<file path="src/rtl/pc_pkg.sv">
// Shared definitions for the program-counter unit: operation encoding and
// the strobe priority encoder used to pick a single winning operation.
package pc_pkg;

    typedef logic [2:0] op_t;

    localparam op_t OP_NONE = 3'd0;
    localparam op_t OP_INC  = 3'd1;
    localparam op_t OP_ADD  = 3'd2;
    localparam op_t OP_SUB  = 3'd3;
    localparam op_t OP_JUMP = 3'd4;
    localparam op_t OP_CALL = 3'd5;
    localparam op_t OP_RET  = 3'd6;

    // Highest priority first: ret > call > jump > sub > add > inc.
    function automatic op_t priority_op(
        input logic inc,
        input logic add,
        input logic sub,
        input logic jump,
        input logic call,
        input logic ret
    );
        op_t op;
        op = OP_NONE;
        if (ret)       op = OP_RET;
        else if (call) op = OP_CALL;
        else if (jump) op = OP_JUMP;
        else if (sub)  op = OP_SUB;
        else if (add)  op = OP_ADD;
        else if (inc)  op = OP_INC;
        return op;
    endfunction

endpackage

</file>
<file path="src/rtl/ras_stack.sv">
// Return-address stack built as a circular buffer. A push while full
// overwrites the oldest entry; a pop while empty changes nothing. Both
// misuse cases are reported as single-cycle pulses to the owner.
module ras_stack #(
    parameter int WIDTH     = 16,
    parameter int RAS_DEPTH = 4
) (
    input  logic                           clk,
    input  logic                           reset,
    input  logic                           push,
    input  logic                           pop,
    input  logic [WIDTH-1:0]               push_data,
    output logic [WIDTH-1:0]               top_data,
    output logic [$clog2(RAS_DEPTH+1)-1:0] count,
    output logic                           full,
    output logic                           empty,
    output logic                           overflow,
    output logic                           underflow
);

    localparam int CW = $clog2(RAS_DEPTH + 1);
    localparam int PW = $clog2(RAS_DEPTH);
    localparam logic [PW-1:0] LAST_PTR = PW'(RAS_DEPTH - 1);

    logic [WIDTH-1:0] mem [RAS_DEPTH];
    logic [PW-1:0]    wr_ptr;
    logic [PW-1:0]    top_ptr;
    logic [PW-1:0]    next_ptr;
    logic             do_push;

    // A pop wins if both arrive together; the owner never issues both.
    assign do_push   = push && !pop;
    assign full      = (count == CW'(RAS_DEPTH));
    assign empty     = (count == '0);
    assign overflow  = do_push && full;
    assign underflow = pop && empty;

    // Pointer arithmetic wraps explicitly so non-power-of-two depths work.
    assign top_ptr   = (wr_ptr == '0) ? LAST_PTR : wr_ptr - 1'b1;
    assign next_ptr  = (wr_ptr == LAST_PTR) ? '0 : wr_ptr + 1'b1;
    assign top_data  = mem[top_ptr];

    // Write pointer and occupancy; when full the pointer still advances,
    // which makes the slot holding the oldest entry the next one written.
    always_ff @(posedge clk or posedge reset) begin
        if (reset) begin
            wr_ptr <= '0;
            count  <= '0;
        end else if (pop) begin
            if (!empty) begin
                wr_ptr <= top_ptr;
                count  <= count - 1'b1;
            end
        end else if (push) begin
            wr_ptr <= next_ptr;
            if (!full) begin
                count <= count + 1'b1;
            end
        end
    end

    // Storage needs no reset: entries are only read below the valid count.
    always_ff @(posedge clk) begin
        if (do_push) begin
            mem[wr_ptr] <= push_data;
        end
    end

endmodule

</file>
<file path="src/rtl/pc_unit.sv">
// Fetch-stage program counter: picks one operation from the decoder strobes,
// computes the next PC (modulo 2^WIDTH) and manages call/return through the
// return-address stack, with sticky overflow/underflow flags.
module pc_unit
    import pc_pkg::*;
#(
    parameter int               WIDTH     = 16,
    parameter int               RAS_DEPTH = 4,
    parameter logic [WIDTH-1:0] RESET_VEC = '0,
    parameter logic [WIDTH-1:0] STEP      = WIDTH'(1)
) (
    input  logic                           clk,
    input  logic                           reset,
    input  logic                           stall,
    input  logic                           inc,
    input  logic                           add,
    input  logic                           sub,
    input  logic                           jump,
    input  logic                           call,
    input  logic                           ret,
    input  logic [WIDTH-1:0]               offset,
    input  logic [WIDTH-1:0]               target,
    output logic [WIDTH-1:0]               pc,
    output logic [$clog2(RAS_DEPTH+1)-1:0] ras_count,
    output logic                           ras_full,
    output logic                           ras_empty,
    output logic                           err_overflow,
    output logic                           err_underflow
);

    op_t              op;
    logic [WIDTH-1:0] pc_plus_step;
    logic [WIDTH-1:0] next_pc;
    logic [WIDTH-1:0] top_data;
    logic             push;
    logic             pop;
    logic             overflow;
    logic             underflow;

    assign op           = priority_op(inc, add, sub, jump, call, ret);
    assign pc_plus_step = pc + STEP;

    // Stall freezes the stack too, so push/pop are gated here.
    assign push = !stall && (op == OP_CALL);
    assign pop  = !stall && (op == OP_RET);

    ras_stack #(
        .WIDTH     (WIDTH),
        .RAS_DEPTH (RAS_DEPTH)
    ) u_ras (
        .clk       (clk),
        .reset     (reset),
        .push      (push),
        .pop       (pop),
        .push_data (pc_plus_step),
        .top_data  (top_data),
        .count     (ras_count),
        .full      (ras_full),
        .empty     (ras_empty),
        .overflow  (overflow),
        .underflow (underflow)
    );

    // Next-PC selection; a return with nothing stacked leaves the PC alone.
    always_comb begin
        next_pc = pc;
        case (op)
            OP_INC:  next_pc = pc_plus_step;
            OP_ADD:  next_pc = pc + offset;
            OP_SUB:  next_pc = pc - offset;
            OP_JUMP: next_pc = target;
            OP_CALL: next_pc = target;
            OP_RET:  next_pc = ras_empty ? pc : top_data;
            default: next_pc = pc;
        endcase
    end

    // PC register and sticky error flags, all frozen while stalled.
    always_ff @(posedge clk or posedge reset) begin
        if (reset) begin
            pc            <= RESET_VEC;
            err_overflow  <= 1'b0;
            err_underflow <= 1'b0;
        end else if (!stall) begin
            pc <= next_pc;
            if (overflow) begin
                err_overflow <= 1'b1;
            end
            if (underflow) begin
                err_underflow <= 1'b1;
            end
        end
    end

endmodule

</file>
<file path="config.mk">
export PLATFORM = sky130hd
export DESIGN_NAME = pc_unit
export DESIGN_NICKNAME = d
export VERILOG_FILES = /design/src/rtl/pc_pkg.sv /design/src/rtl/ras_stack.sv /design/src/rtl/pc_unit.sv
export SDC_FILE = /design/constraint.sdc
export NUM_CORES = 1
export LEC_CHECK = 0
export ABC_AREA = 0
export ABC_CLOCK_PERIOD_IN_PS = 4750
export BUFFER_PORTS_ARGS = -buffer_cell sky130_fd_sc_hd__buf_2
export CORE_ASPECT_RATIO = 1.1
export CORE_MARGIN = 4
export CORE_UTILIZATION = 40
export DETAILED_ROUTE_END_ITERATION = 10
export GPL_ROUTABILITY_DRIVEN = 0
export PLACE_DENSITY = 0.69
export SYNTH_ARGS = -nofsm -noshare
export SYNTH_HDL_FRONTEND = slang
export SYNTH_SLANG_ARGS = --single-unit
</file>
<file path="constraint.sdc">
create_clock -name clk -period 4.75 [get_ports clk]
set_clock_uncertainty 0.15 [all_clocks]
set_input_delay 0.95 -clock clk [delete_from_list [all_inputs] [get_ports clk]]
set_output_delay 0.95 -clock clk [all_outputs]
set_load 0.005 [all_outputs]
</file>
=== Word-level counts from Yosys, hierarchy flattened ===
Memories as Yosys holds them, arrays and structs flattened.
Index checks and enable logic that the tools add are counted.

* Register bits after elaboration: 23
* Bits in latches: 0
* Bits in writable memories: 64
* ROM bits: 0
* Input bits: 41
* Logic and storage cells: 61
* Memories: 1

* $add $sub $neg: 7
* $mul: 0
* Div/mod/pow operators: 0
* Magnitude comparators: 0
* Equality and inequality tests: 11
* Shift operators: 0
* Mux-type cells: 19
* Bitwise operators: 1
* Reduce and logical (&&, ||, !) cells: 17

{| class="wikitable"
|+ Memories
! memory !! words !! bits a word !! rd ports !! clocked after Yosys merged registers in !! write ports !! RTL line !! source
|-
| u_ras.mem || 4 || 16 || 1 || 0 || 1 || ras_stack.sv:25 || <nowiki>logic [WIDTH-1:0] mem [RAS_DEPTH];</nowiki>
|}

{| class="wikitable"
|+ Operators with widths
! operator !! count
|-
| $pmux W16 S5 || 1
|-
| $mux W3 || 7
|-
| $add A16 B1 Y16 const B || 1
|-
| $add A16 B16 Y16 || 1
|-
| $mux W16 || 1
|-
| $sub A16 B16 Y16 || 1
|-
| $mux W2 || 7
|-
| $eq A3 B3 Y1 const B || 4
|-
| $eq A3 B2 Y1 const B || 2
|-
| $reduce_and A2 Y1 || 3
|-
| $reduce_and A3 Y1 || 2
|-
| $logic_and A1 B1 Y1 || 5
|-
| $reduce_bool A5 Y1 || 1
|-
| $ne A2 B2 Y1 const B || 2
|-
| $add A3 B1 Y3 const B || 1
|-
| $eq A3 B1 Y1 const B || 1
|-
| $logic_not A3 Y1 || 1
|-
| $mux W1 || 3
|-
| $sub A3 B1 Y3 const B || 1
|-
| $add A2 B1 Y2 const B || 1
|-
| $eq A2 B2 Y1 const B || 1
|-
| $logic_not A1 Y1 || 2
|-
| $logic_not A2 Y1 || 1
|-
| $ne A2 B1 Y1 const B || 1
|-
| 4 further kinds || 4
|}

=== Longest topological paths before layout ===
Gate-level depths: netlist (run 1).

* Depth in word-level cells: 12
* Mapped depth: 14
* Gate-level depth less buffers: 13

=== By module ===
A second synthesis (run 1) with hierarchy kept.

* Cell total of the unflattened synthesis: 449
* Area, all modules: 5,213.8 um^2

{| class="wikitable"
|+ Modules (own cells, without submodules)
! module !! times used !! cells each !! area each (um^2) !! sequential area each (um^2)
|-
| ras_stack || 1 || 133 || 2,783.9 || 2,047.0
|-
| pc_unit || 1 || 316 || 2,429.8 || 450.4
|}

=== Worst setup path before layout (run 1) ===
Ideal clock, no wire load.

* Kind: in2reg
* Start point: input port ret
* End point: register pc[15]
* Setup time: 92 ps
* Arrival time: 3,635 ps
* Required time: 4,508 ps
* Slack: 873 ps
* Stages: 13
* Path buffers: 2
* Cells stage by stage: buf_4 nor3_2 and2_1 clkbuf_1 nor2_1 xnor2_1 ha_1 o211ai_1 a21oi_1 o41a_1 a311o_1 and3_1 o31ai_2

* Word-level cells in the longest chain between the ends: 5
* Elaborated cells on any way between the ends: 12
* Classes of those cells: eq/ne (7); mux (2); reduce/logical (3)

{| class="wikitable"
|+ RTL lines
! what !! RTL line !! source
|-
| start, declared || pc_unit.sv:20 || <nowiki>input logic ret,</nowiki>
|-
| $mux W3 * || pc_pkg.sv:26 || <nowiki>if (ret) op = OP_RET;</nowiki>
|-
| $eq A3 B3 Y1 || pc_unit.sv:67 || <nowiki>case (op)</nowiki>
|-
| $reduce_or A2 Y1 (no line) || n/a ||
|-
| $reduce_bool A5 Y1 (no line) || n/a ||
|-
| $reduce_and A3 Y1 (no line) || n/a ||
|-
| end signal, assigned || pc_unit.sv:85 || <nowiki>pc <= next_pc;</nowiki>
|-
| end, declared || pc_unit.sv:23 || <nowiki>output logic [WIDTH-1:0] pc,</nowiki>
|}

Every way passes the cells marked *; elsewhere a longest branch is shown, timed or not.
A chain may end at the register's enable or synchronous reset.

=== Worst setup path in the final report (run 1) ===
* Start point: input port ret
* End point: register pc[10]

The elaborated chain is that of the path after synthesis.

==> summary.txt, run 1 <==
Drt
  • Final routed wire length divided by cell count: 19.42 um
  • Total DRC errors in the routed layout: 0
  • Routed vias: 4287
  • Number of DRC violations after detailed-routing iteration 0: 305
  • Vias/cell: 5.929
  • Routed wire length: 14040 um
  • Total iterations of the first detailed-routing run: 5
  • Post-route ant nets: 0

Layout
  • Synth-to-Final Area Change: 13.42%
  • Number of diodes: 0
  • Count of placed standard cells in the final layout, fillers left out: 723
  • Net count of the finished layout: 621
  • Filler Cells Inserted: 1234
  • Share of layout cells above drive strength 1: 20.11%

Placed design
  • HPWL after DPL: 10430 um
  • Placed Cells: 707
  • Number of port buffers: 63

Clocking
  • Deepest level of the CTS H-tree: 3
  • # resized after CTS: 0
  • Maximum count of clock buffers along a single path: 2
  • Number of buffers created by CTS: 9
  • CTS tree: built
  • Setup bufs post-CTS: 0
  • Clock latency on the worst-skew pair: 0.35 ns
  • Clock transition at the registers of the reported paths: 0.07 ns
  • Number of hold-repair buffers added at the cts stage: 0
  • Sink Count: 87
  • Root buffer cell: sky130_fd_sc_hd__clkbuf_16

Logic synthesis
  • Register bit count reported by yosys: 87
  • Summed instance area of the synthesized netlist: 0.005379 mm^2
  • Synth warnings: 0
  • Sequential-to-total area share from yosys stat: 46.43%
  • Post-synth top flop: sky130_fd_sc_hd__edfxtp_1
  • Number of enable flip-flop cells after synthesis: 64
  • Leading cell types by total area after synthesis: sky130_fd_sc_hd__edfxtp_1 36%, sky130_fd_sc_hd__dfrtp_1 11%, sky130_fd_sc_hd__mux4_2 5.4%
  • FFs w/ async S/R, synth: 26.44%
  • Post-synth top area share: 35.73%
  • Synthesized area divided by synthesized cell count: 10.74 um^2
  • Nets in the synthesized netlist: 565
  • Top cell type by total area after synthesis: sky130_fd_sc_hd__edfxtp_1
  • Synth top cells by count: 64 x sky130_fd_sc_hd__edfxtp_1, 47 x sky130_fd_sc_hd__nor2_1, 39 x sky130_fd_sc_hd__a21oi_1
  • Count leader, synth: sky130_fd_sc_hd__edfxtp_1
  • Cells after synthesis: 501
  • Cell variety after synth: 68

STA
  • Final period util: 79.02%
  • Remaining max-slew budget at the tightest pin: 35.49%
  • Final Critical Period: 3.754 ns
  • Final count of negative-setup-slack endpoints: 0
  • Max-slew violation count: 0
  • Slew of the pin with the lowest slew margin: 0.9676 ns
  • Setup TNS: 0 ns
  • FMAX: 266.4 MHz
  • Setup repair after global routing missed its margin: no
  • Final hold viol count: 0

GRT
  • Busiest layer in global routing: met2
  • Vias in the first global route: 4220
  • Antenna violations before repair: 0
  • Fraction of met1 tracks used by global routing: 23.51%
  • GRT met3 Usage: 3.230%
  • Met2 global-route usage: 31.37%
  • Wire length of the first global-routing pass: 22380 um
  • Total Routing Usage GR: 18.67%
  • Maximum number of pins on one net before global-route repair: 28
  • Congestion Overflow GR: 0

Critical path
  • Arrival time of data at the critical path endpoint: 3.90 ns
  • Bufs and invs on worst path: 1
  • CP Cell Sequence: buf_2 > nor3_2 > and2_1 > nor2_1 > xnor2_1 > ha_1 > a211oi_2 > nor3_1 > or3_4 > or3b_1 > a31oi_1 > a221o_1
  • WP data required: 4.90 ns
  • Top cell family by delay on the critical path: simple AND/OR/NAND/NOR gates
  • Max FO, Critical Path: 13
  • CP startpoint kind: primary input
  • Kind of critical path: primary input to flop
  • Largest stage delay on the critical path: 0.44 ns
  • Endpoint type of the worst setup path: flop
  • Slowest cell on the critical path: sky130_fd_sc_hd__and2_1

Floorplan
  • Placeable Area: 0.01321 mm^2
  • Die outline width: 118.6 um
  • Total die area: 0.01537 mm^2
  • Initial Util: 40.71%
  • Die boundary height: 129.6 um
  • Row count: 44
  • Ports placed on the boundary: 64

Hold path
  • Tightest Hold Check Type: flop to flop

Run status
  • Run status: completed

Power
  • Maximum VDD drop: 0.2488 mV
  • Leakage power: 2.343 nW
  • Pwr Density: 601.1 mW/mm^2

Flow run
  • Max-cap viol count: 0
-- state kept, by name, indices dropped and copies added, names as in the netlist --
signal         count
u_ras.wr_ptr       2
u_ras.mem         64
err_overflow       1
err_underflow      1
pc                16
u_ras.count        3
-- worst paths after layout --
path,end,cells after the start,startpoint,slack (ns)
worst min-delay path,err_underflow,1,err_underflow,0.31
max in group asynchronous,pc[8],2,reset,3.20
worst max-delay path,pc[10],12,ret,1.0
min in group asynchronous,err_underflow,2,reset,0.66
worst max register to register,pc[10],10,pc[0],1.69
worst min register to register,err_underflow,1,err_underflow,0.31
-- cell families (layout without fill, tap and decap cells) --
logic type               after synthesis  count (layout)  synth area share, %
buffers and inverters                 40             101                3.327
XOR/XNOR                              38              38                6.187
flip-flops                            87              87                46.43
multiplexers                          23              23                7.420
adder cells (fa/ha/maj)               23              23                5.629
AO/OA/AOI/OAI                        135             135                16.49
AND/OR/NAND/NOR                      155             155                14.52
-- power by group --
part | switching [mW] | internal, mW
Combinational | 0.959 | 0.746
Clock | 0.308 | 0.376
Sequential | 0.221 | 1.06
-- worst reg2reg max path, cell delays in order (launching register included) --
cell,delay (ns)
sky130_fd_sc_hd__dfrtp_1,0.46
sky130_fd_sc_hd__inv_1,0.22
sky130_fd_sc_hd__ha_1,0.20
sky130_fd_sc_hd__inv_1,0.05
sky130_fd_sc_hd__fa_1,0.43
sky130_fd_sc_hd__a211oi_2,0.29
sky130_fd_sc_hd__nor3_1,0.13
sky130_fd_sc_hd__or3_4,0.37
sky130_fd_sc_hd__or3b_1,0.36
sky130_fd_sc_hd__a31oi_1,0.19
sky130_fd_sc_hd__a221o_1,0.15
-- cell type report --
type,count,area (um^2),share of cell area (%)
clock buffer,10,239.0,3.917
clock inverter,6,48.80,0.7998
inverter,19,71.32,1.169
multi-input combinational,374,2705,44.34
sequential,87,2497,40.94
tap,161,201.4,3.302
timing repair buffer,66,337.8,5.537
-- metal layers --
metal / part of all wire, % / up-vias
met2: 48 / 179
met5: 0 / -
met1: 42 / 2061
met4: 3.1 / 0
li1: - / 2010
met3: 6.2 / 37
-- placed cells by master (no fill, tap or decap), drive strengths merged, types with 5 or more instances in the layout --
| cell type | count |
|---|---|
| and3 | 11 |
| clkbuf | 10 |
| o21ai | 24 |
| edfxtp | 64 |
| xor2 | 16 |
| nand2 | 36 |
| mux2 | 5 |
| nor2 | 48 |
| a21oi | 39 |
| buf | 66 |
| nand4 | 5 |
| o22ai | 7 |
| dfrtp | 23 |
| nand2b | 7 |
| xnor2 | 22 |
| nand3 | 12 |
| mux4 | 13 |
| ha | 21 |
| a31oi | 14 |
| nor3 | 16 |
| a21o | 6 |
| inv | 23 |
| mux2i | 5 |
-- metrics by stage --
step                utilization [%]  power, mW  area, um^2  worst slack, ns  hold slack (ns)
detailed placement            44.00      2.984        5813           0.6557           0.2933
global placement              44.00      2.925        5813           0.7182           0.2851
CTS                           46.17      3.677        6101            1.019           0.3077
floorplan                         -      2.472        5379           0.8730           0.3010
global route                  46.17      3.915        6101           0.7903           0.3307
finish                        46.17      3.667        6101           0.9964           0.3051
No activity file was read; power rests on OpenSTA's default activity.
==> run 2, diff against run 1 <==
- ABC_CLOCK_PERIOD_IN_PS: 4750 -> 3350
- PLACE_DENSITY: 0.69 -> 0.72
- clock period: 4.75 -> 3.35 ns (I/O delays scaled with it)
==> summary.txt, run 2 (synthesis results as in run 1) <==
Critical path
  • CP Cell Sequence: buf_2 > nor3_4 > and2_4 > nor2_1 > xnor2_1 > ha_1 > o21ai_0 > nor3_2 > or3_4 > or3b_1 > a31oi_1 > a221o_1
  • Max FO, Critical Path: 6 (-7)
  • Endpoint type of the worst setup path: flop
  • Largest stage delay on the critical path: 0.36 ns (-0.08 ns)
  • Arrival time of data at the critical path endpoint: 3.25 ns (-0.65 ns)
  • Top cell family by delay on the critical path: simple AND/OR/NAND/NOR gates
  • CP startpoint kind: primary input
  • Bufs and invs on worst path: 1 (unchanged)
  • WP data required: 3.48 ns (-1.42 ns)
  • Kind of critical path: primary input to flop
  • Slowest cell on the critical path: sky130_fd_sc_hd__or3_4

Floorplan
  • Die outline width: 118.6 um (unchanged)
  • Die boundary height: 129.6 um (unchanged)
  • Row count: 44 (unchanged)
  • Placeable Area: 0.01321 mm^2 (unchanged)
  • Total die area: 0.01537 mm^2 (unchanged)
  • Initial Util: 40.71% (unchanged)
  • Ports placed on the boundary: 64 (unchanged)

Layout
  • Most frequent standard cell in the layout excluding fill and tap cells: sky130_fd_sc_hd__edfxtp_1
  • Max reg flops: 64 (unchanged)
  • Largest regs: u_ras.mem (64), pc (16), u_ras.count (3)
  • Share of layout cells above drive strength 1: 24.87% (+4.8 points)
  • Synth-to-Final Area Change: 19.10%
  • Final standard cell utilization of the core: 48.48% (+2.3 points)
  • Commonest cells after routing, fill and taps aside: 64 x sky130_fd_sc_hd__edfxtp_1, 63 x sky130_fd_sc_hd__buf_2, 47 x sky130_fd_sc_hd__nor2_1, 39 x sky130_fd_sc_hd__a21oi_1, 36 x sky130_fd_sc_hd__nand2_1
  • Post-layout instance area: 0.006406 mm^2 (+5.0%)
  • Net count of the finished layout: 654 (+5.3%)
  • Most flop-heavy register: u_ras.mem
  • Count of placed standard cells in the final layout, fillers left out: 756 (+4.6%)
  • Number of diodes: 0 (unchanged)

STA
  • Setup repair after global routing missed its margin: no
  • Remaining max-slew budget at the tightest pin: 40.48% (+5.0 points)
  • Max-slew violation count: 0 (unchanged)
  • Final period util: 93.04%
  • Final hold viol count: 0 (unchanged)
  • FMAX: 320.9 MHz
  • Final count of negative-setup-slack endpoints: 0 (unchanged)
  • Final Critical Period: 3.117 ns
  • Slew of the pin with the lowest slew margin: 0.8919 ns (-0.07569 ns)

Placed design
  • Number of port buffers: 63 (unchanged)
  • Placed Cells: 740 (+4.7%)
  • Dpl cell area: 0.006087 mm^2 (+4.7%)
  • HPWL after DPL: 10950 um (+5.1%)

Clocking
  • Number of hold-repair buffers added at the cts stage: 0 (unchanged)
  • Deepest level of the CTS H-tree: 3 (unchanged)
  • Clock transition at the registers of the reported paths: 0.06 ns (about the same)
  • Clock latency on the worst-skew pair: 0.35 ns (about the same)
  • CTS tree: built
  • Number of buffers created by CTS: 9 (unchanged)
  • Root buffer cell: sky130_fd_sc_hd__clkbuf_16
  • # resized after CTS: 0 (unchanged)
  • Setup bufs post-CTS: 0 (unchanged)
  • Maximum count of clock buffers along a single path: 2 (unchanged)
  • Sink Count: 87 (unchanged)

GRT
  • Maximum number of pins on one net before global-route repair: 28 (unchanged)
  • Total Routing Usage GR: 18.94% (+0.27 points)
  • Vias in the first global route: 4429 (+5.0%)
  • Wire length of the first global-routing pass: 22960 um (+2.6%)
  • Antenna violations before repair: 0 (unchanged)
  • Congestion Overflow GR: 0 (unchanged)

Drt
  • Total iterations of the first detailed-routing run: 5 (unchanged)
  • Routed vias: 4480 (+4.5%)
  • Post-route ant nets: 0 (unchanged)
  • Number of DRC violations after detailed-routing iteration 0: 480 (+57%)
  • Total DRC errors in the routed layout: 0 (unchanged)
  • Routed wire length: 14250 um (+1.5%)
  • Final routed wire length divided by cell count: 18.84 um (-3.0%)
  • Vias/cell: 5.926 (about the same)

Power
  • Final Total Pwr: 5.479 mW (+49%)
  • Maximum VDD drop: 0.3646 mV (+47%)
  • Pwr Density: 855.3 mW/mm^2 (+42%)
  • Leakage power: 2.526 nW (+7.8%)

Flow run
  • Max-cap viol count: 0 (unchanged)

Hold path
  • Tightest Hold Check Type: flop to flop

Run status
  • Run status: completed
-- run 2: where the power goes --
group	internal, mW	switching (mW)
logic	1.20	1.43
registers	1.50	0.306
clock network	0.640	0.406
-- run 2: layout make-up --
type                       count  area, um^2
multi-input combinational    374        2720
clock inverter                 4       51.30
tap                          161       201.4
sequential                    87        2497
inverter                      19       71.32
fill                        1203        6807
timing repair buffer          99       598.1
clock buffer                  12       266.5
-- run 2: metrics by stage --
step           setup TNS (ns)  hold slack, ns  setup slack, ns
2_1_floorplan               0          0.3010          0.01242
3_3_place_gp         -0.05571          0.2868         -0.04164
3_5_place_dp          -0.5069          0.2953          -0.1237
4_1_cts                     0          0.3091           0.2335
5_1_grt                     0          0.3201          0.03187
6_report                    0          0.3082           0.2333
-- run 2: worst paths after layout --
check	slack, ns	startpoint	depth (start not counted)	endpoint
setup / recovery	0.23	jump	12	pc[10]
hold / removal	0.31	err_underflow	1	err_underflow
setup reg to reg	0.44	pc[0]	10	pc[10]
hold reg to reg	0.31	err_underflow	1	err_underflow
max in group asynchronous	2.14	reset	2	pc[8]
min in group asynchronous	0.36	reset	2	u_ras.count[0]
-- run 2: metal layers --
metal  vias to the layer above  track usage, %  part of all wire (%)
met4                         0           7.907                   2.9
li1                       2072               -                     -
met2                       209           32.58                    50
met3                        34           3.143                   7.1
met5                         -               0                     0
met1                      2165           23.90                    40
==> run 3, diff against run 2 <==
- BUFFER_PORTS_ARGS: -buffer_cell sky130_fd_sc_hd__buf_2 -> -buffer_cell sky130_fd_sc_hd__buf_4
==> summary.txt, run 3 (synthesis results as in run 1) <==
Drt
  • Post-route ant nets: 0 (unchanged)
  • Number of DRC violations after detailed-routing iteration 0: 403 (-16%)
  • Routed wire length: 14220 um (-0.15%)
  • Vias/cell: 5.798 (-2.2%)
  • Total iterations of the first detailed-routing run: 5 (unchanged)
  • Routed vias: 4383 (-2.2%)
  • Total DRC errors in the routed layout: 0 (unchanged)
  • Final routed wire length divided by cell count: 18.81 um (-0.15%)

Layout
  • Most flop-heavy register: u_ras.mem
  • Share of layout cells above drive strength 1: 24.71% (-0.17 points)
  • Commonest cells after routing, fill and taps aside: 98 x sky130_fd_sc_hd__buf_4, 64 x sky130_fd_sc_hd__edfxtp_1, 47 x sky130_fd_sc_hd__nor2_1, 39 x sky130_fd_sc_hd__a21oi_1, 36 x sky130_fd_sc_hd__nand2_1
  • Net count of the finished layout: 654 (unchanged)
  • Final standard cell utilization of the core: 49.74% (+1.3 points)
  • Max reg flops: 64 (unchanged)
  • Largest regs: u_ras.mem (64), pc (16), u_ras.count (3)
  • Most frequent standard cell in the layout excluding fill and tap cells: sky130_fd_sc_hd__buf_4
  • Synth-to-Final Area Change: 22.19%
  • Count of placed standard cells in the final layout, fillers left out: 756 (unchanged)
  • Number of diodes: 0 (unchanged)

Clocking
  • Number of hold-repair buffers added at the cts stage: 0 (unchanged)
  • Sink Count: 87 (unchanged)
  • Deepest level of the CTS H-tree: 3 (unchanged)
  • Setup bufs post-CTS: 0 (unchanged)
  • Clock transition at the registers of the reported paths: 0.07 ns (about the same)
  • Root buffer cell: sky130_fd_sc_hd__clkbuf_16
  • Clock latency on the worst-skew pair: 0.34 ns (about the same)
  • # resized after CTS: 0 (unchanged)
  • Maximum count of clock buffers along a single path: 2 (unchanged)
  • Number of buffers created by CTS: 9 (unchanged)
  • CTS tree: built

GRT
  • Vias in the first global route: 4408 (-0.47%)
  • Wire length of the first global-routing pass: 22730 um (-1.0%)
  • Antenna violations before repair: 0 (unchanged)
  • Total Routing Usage GR: 18.72% (-0.22 points)
  • Maximum number of pins on one net before global-route repair: 28 (unchanged)
  • Congestion Overflow GR: 0 (unchanged)

Critical path
  • Largest stage delay on the critical path: 0.35 ns (about the same)
  • Max FO, Critical Path: 6 (unchanged)
  • Arrival time of data at the critical path endpoint: 3.27 ns (+0.02 ns)
  • CP startpoint kind: primary input
  • Endpoint type of the worst setup path: flop
  • Slowest cell on the critical path: sky130_fd_sc_hd__or3_4
  • Kind of critical path: primary input to flop
  • WP data required: 3.48 ns (about the same)
  • CP Cell Sequence: buf_4 > nor3_4 > and2_4 > nor2_1 > xnor2_1 > ha_1 > o21ai_0 > nor3_2 > or3_4 > or3b_1 > a31oi_1 > a221o_1

STA
  • Setup repair after global routing missed its margin: no
  • Final period util: 93.93% (+0.89 points)
  • Setup TNS: 0 ns (unchanged)
  • Final Critical Period: 3.147 ns (+0.02984 ns)
  • Final hold viol count: 0 (unchanged)
  • Remaining max-slew budget at the tightest pin: 41.98% (+1.5 points)
  • FMAX: 317.8 MHz (-0.95%)
  • Final count of negative-setup-slack endpoints: 0 (unchanged)
  • Max-slew violation count: 0 (unchanged)
  • Slew of the pin with the lowest slew margin: 0.8693 ns (-0.02261 ns)

Floorplan
  • Die boundary height: 129.6 um (unchanged)
  • Placeable Area: 0.01321 mm^2 (unchanged)
  • Ports placed on the boundary: 64 (unchanged)
  • Initial Util: 40.71% (unchanged)
  • Total die area: 0.01537 mm^2 (unchanged)
  • Die outline width: 118.6 um (unchanged)
  • Row count: 44 (unchanged)

Power
  • Maximum VDD drop: 0.2929 mV (-20%)
  • Pwr Density: 854.2 mW/mm^2 (-0.13%)
  • Leakage power: 2.586 nW (+2.4%)
  • Final Total Pwr: 5.614 mW (+2.5%)

Hold path
  • Tightest Hold Check Type: flop to flop

Placed design
  • Placed Cells: 740 (unchanged)
  • HPWL after DPL: 10890 um (-0.56%)
  • Number of port buffers: 63 (unchanged)

Run status
  • Run status: completed

Flow run
  • Max-cap viol count: 0 (unchanged)
## run 3: final cells by class
cell class | instances | area, um^2
clock buffer | 9 | 225.2
clock inverter | 7 | 101.3
fill | 1187 | 6640
inverter | 19 | 71.32
multi-input combinational | 374 | 2720
sequential | 87 | 2497
tap | 161 | 201.4
timing repair buffer | 99 | 755.7
## run 3: power by group
group / internal [mW] / leakage, nW / switching, mW
clock network: 0.662 / 0.160 / 0.424
logic: 1.30 / 1.58 / 1.44
registers: 1.50 / 0.844 / 0.293
## run 3: layer usage
layer	wire, um	share of wire, %	GRT usage [%]
met5	0	0	0
met4	352	2.5	6.953
met2	7229	51	33.44
met3	753	5.3	2.881
met1	5887	41	23.08
## run 3: critical path, delay by kind of cell
family                   cells  cell delay (ns)
XOR/XNOR                     1             0.16
buffers and inverters        1             0.13
adder cells (fa/ha/maj)      1             0.28
AND/OR/NAND/NOR              6             1.37
AO/OA/AOI/OAI                3             0.66
## run 3: worst paths after layout
path / from / slack, ns / end / cells past startpoint
setup / recovery: jump / 0.20 / pc[10] / 12
hold / removal: err_underflow / 0.31 / err_underflow / 1
setup reg to reg: pc[0] / 0.43 / pc[10] / 10
hold reg to reg: err_underflow / 0.31 / err_underflow / 1
max in group asynchronous: reset / 2.15 / pc[8] / 2
min in group asynchronous: reset / 0.35 / u_ras.wr_ptr[0] / 2
## run 3: metrics by stage
stage                     area, um^2  setup slack [ns]  hold slack (ns)
after floorplan                 5406           0.01242           0.3010
after CTS                       6571            0.2194           0.3137
after global placement          6245          -0.02943           0.2927
final                           6573            0.2034           0.3074
after global routing            6573           0.02094           0.3427
after detailed placement        6245           -0.1120           0.2984
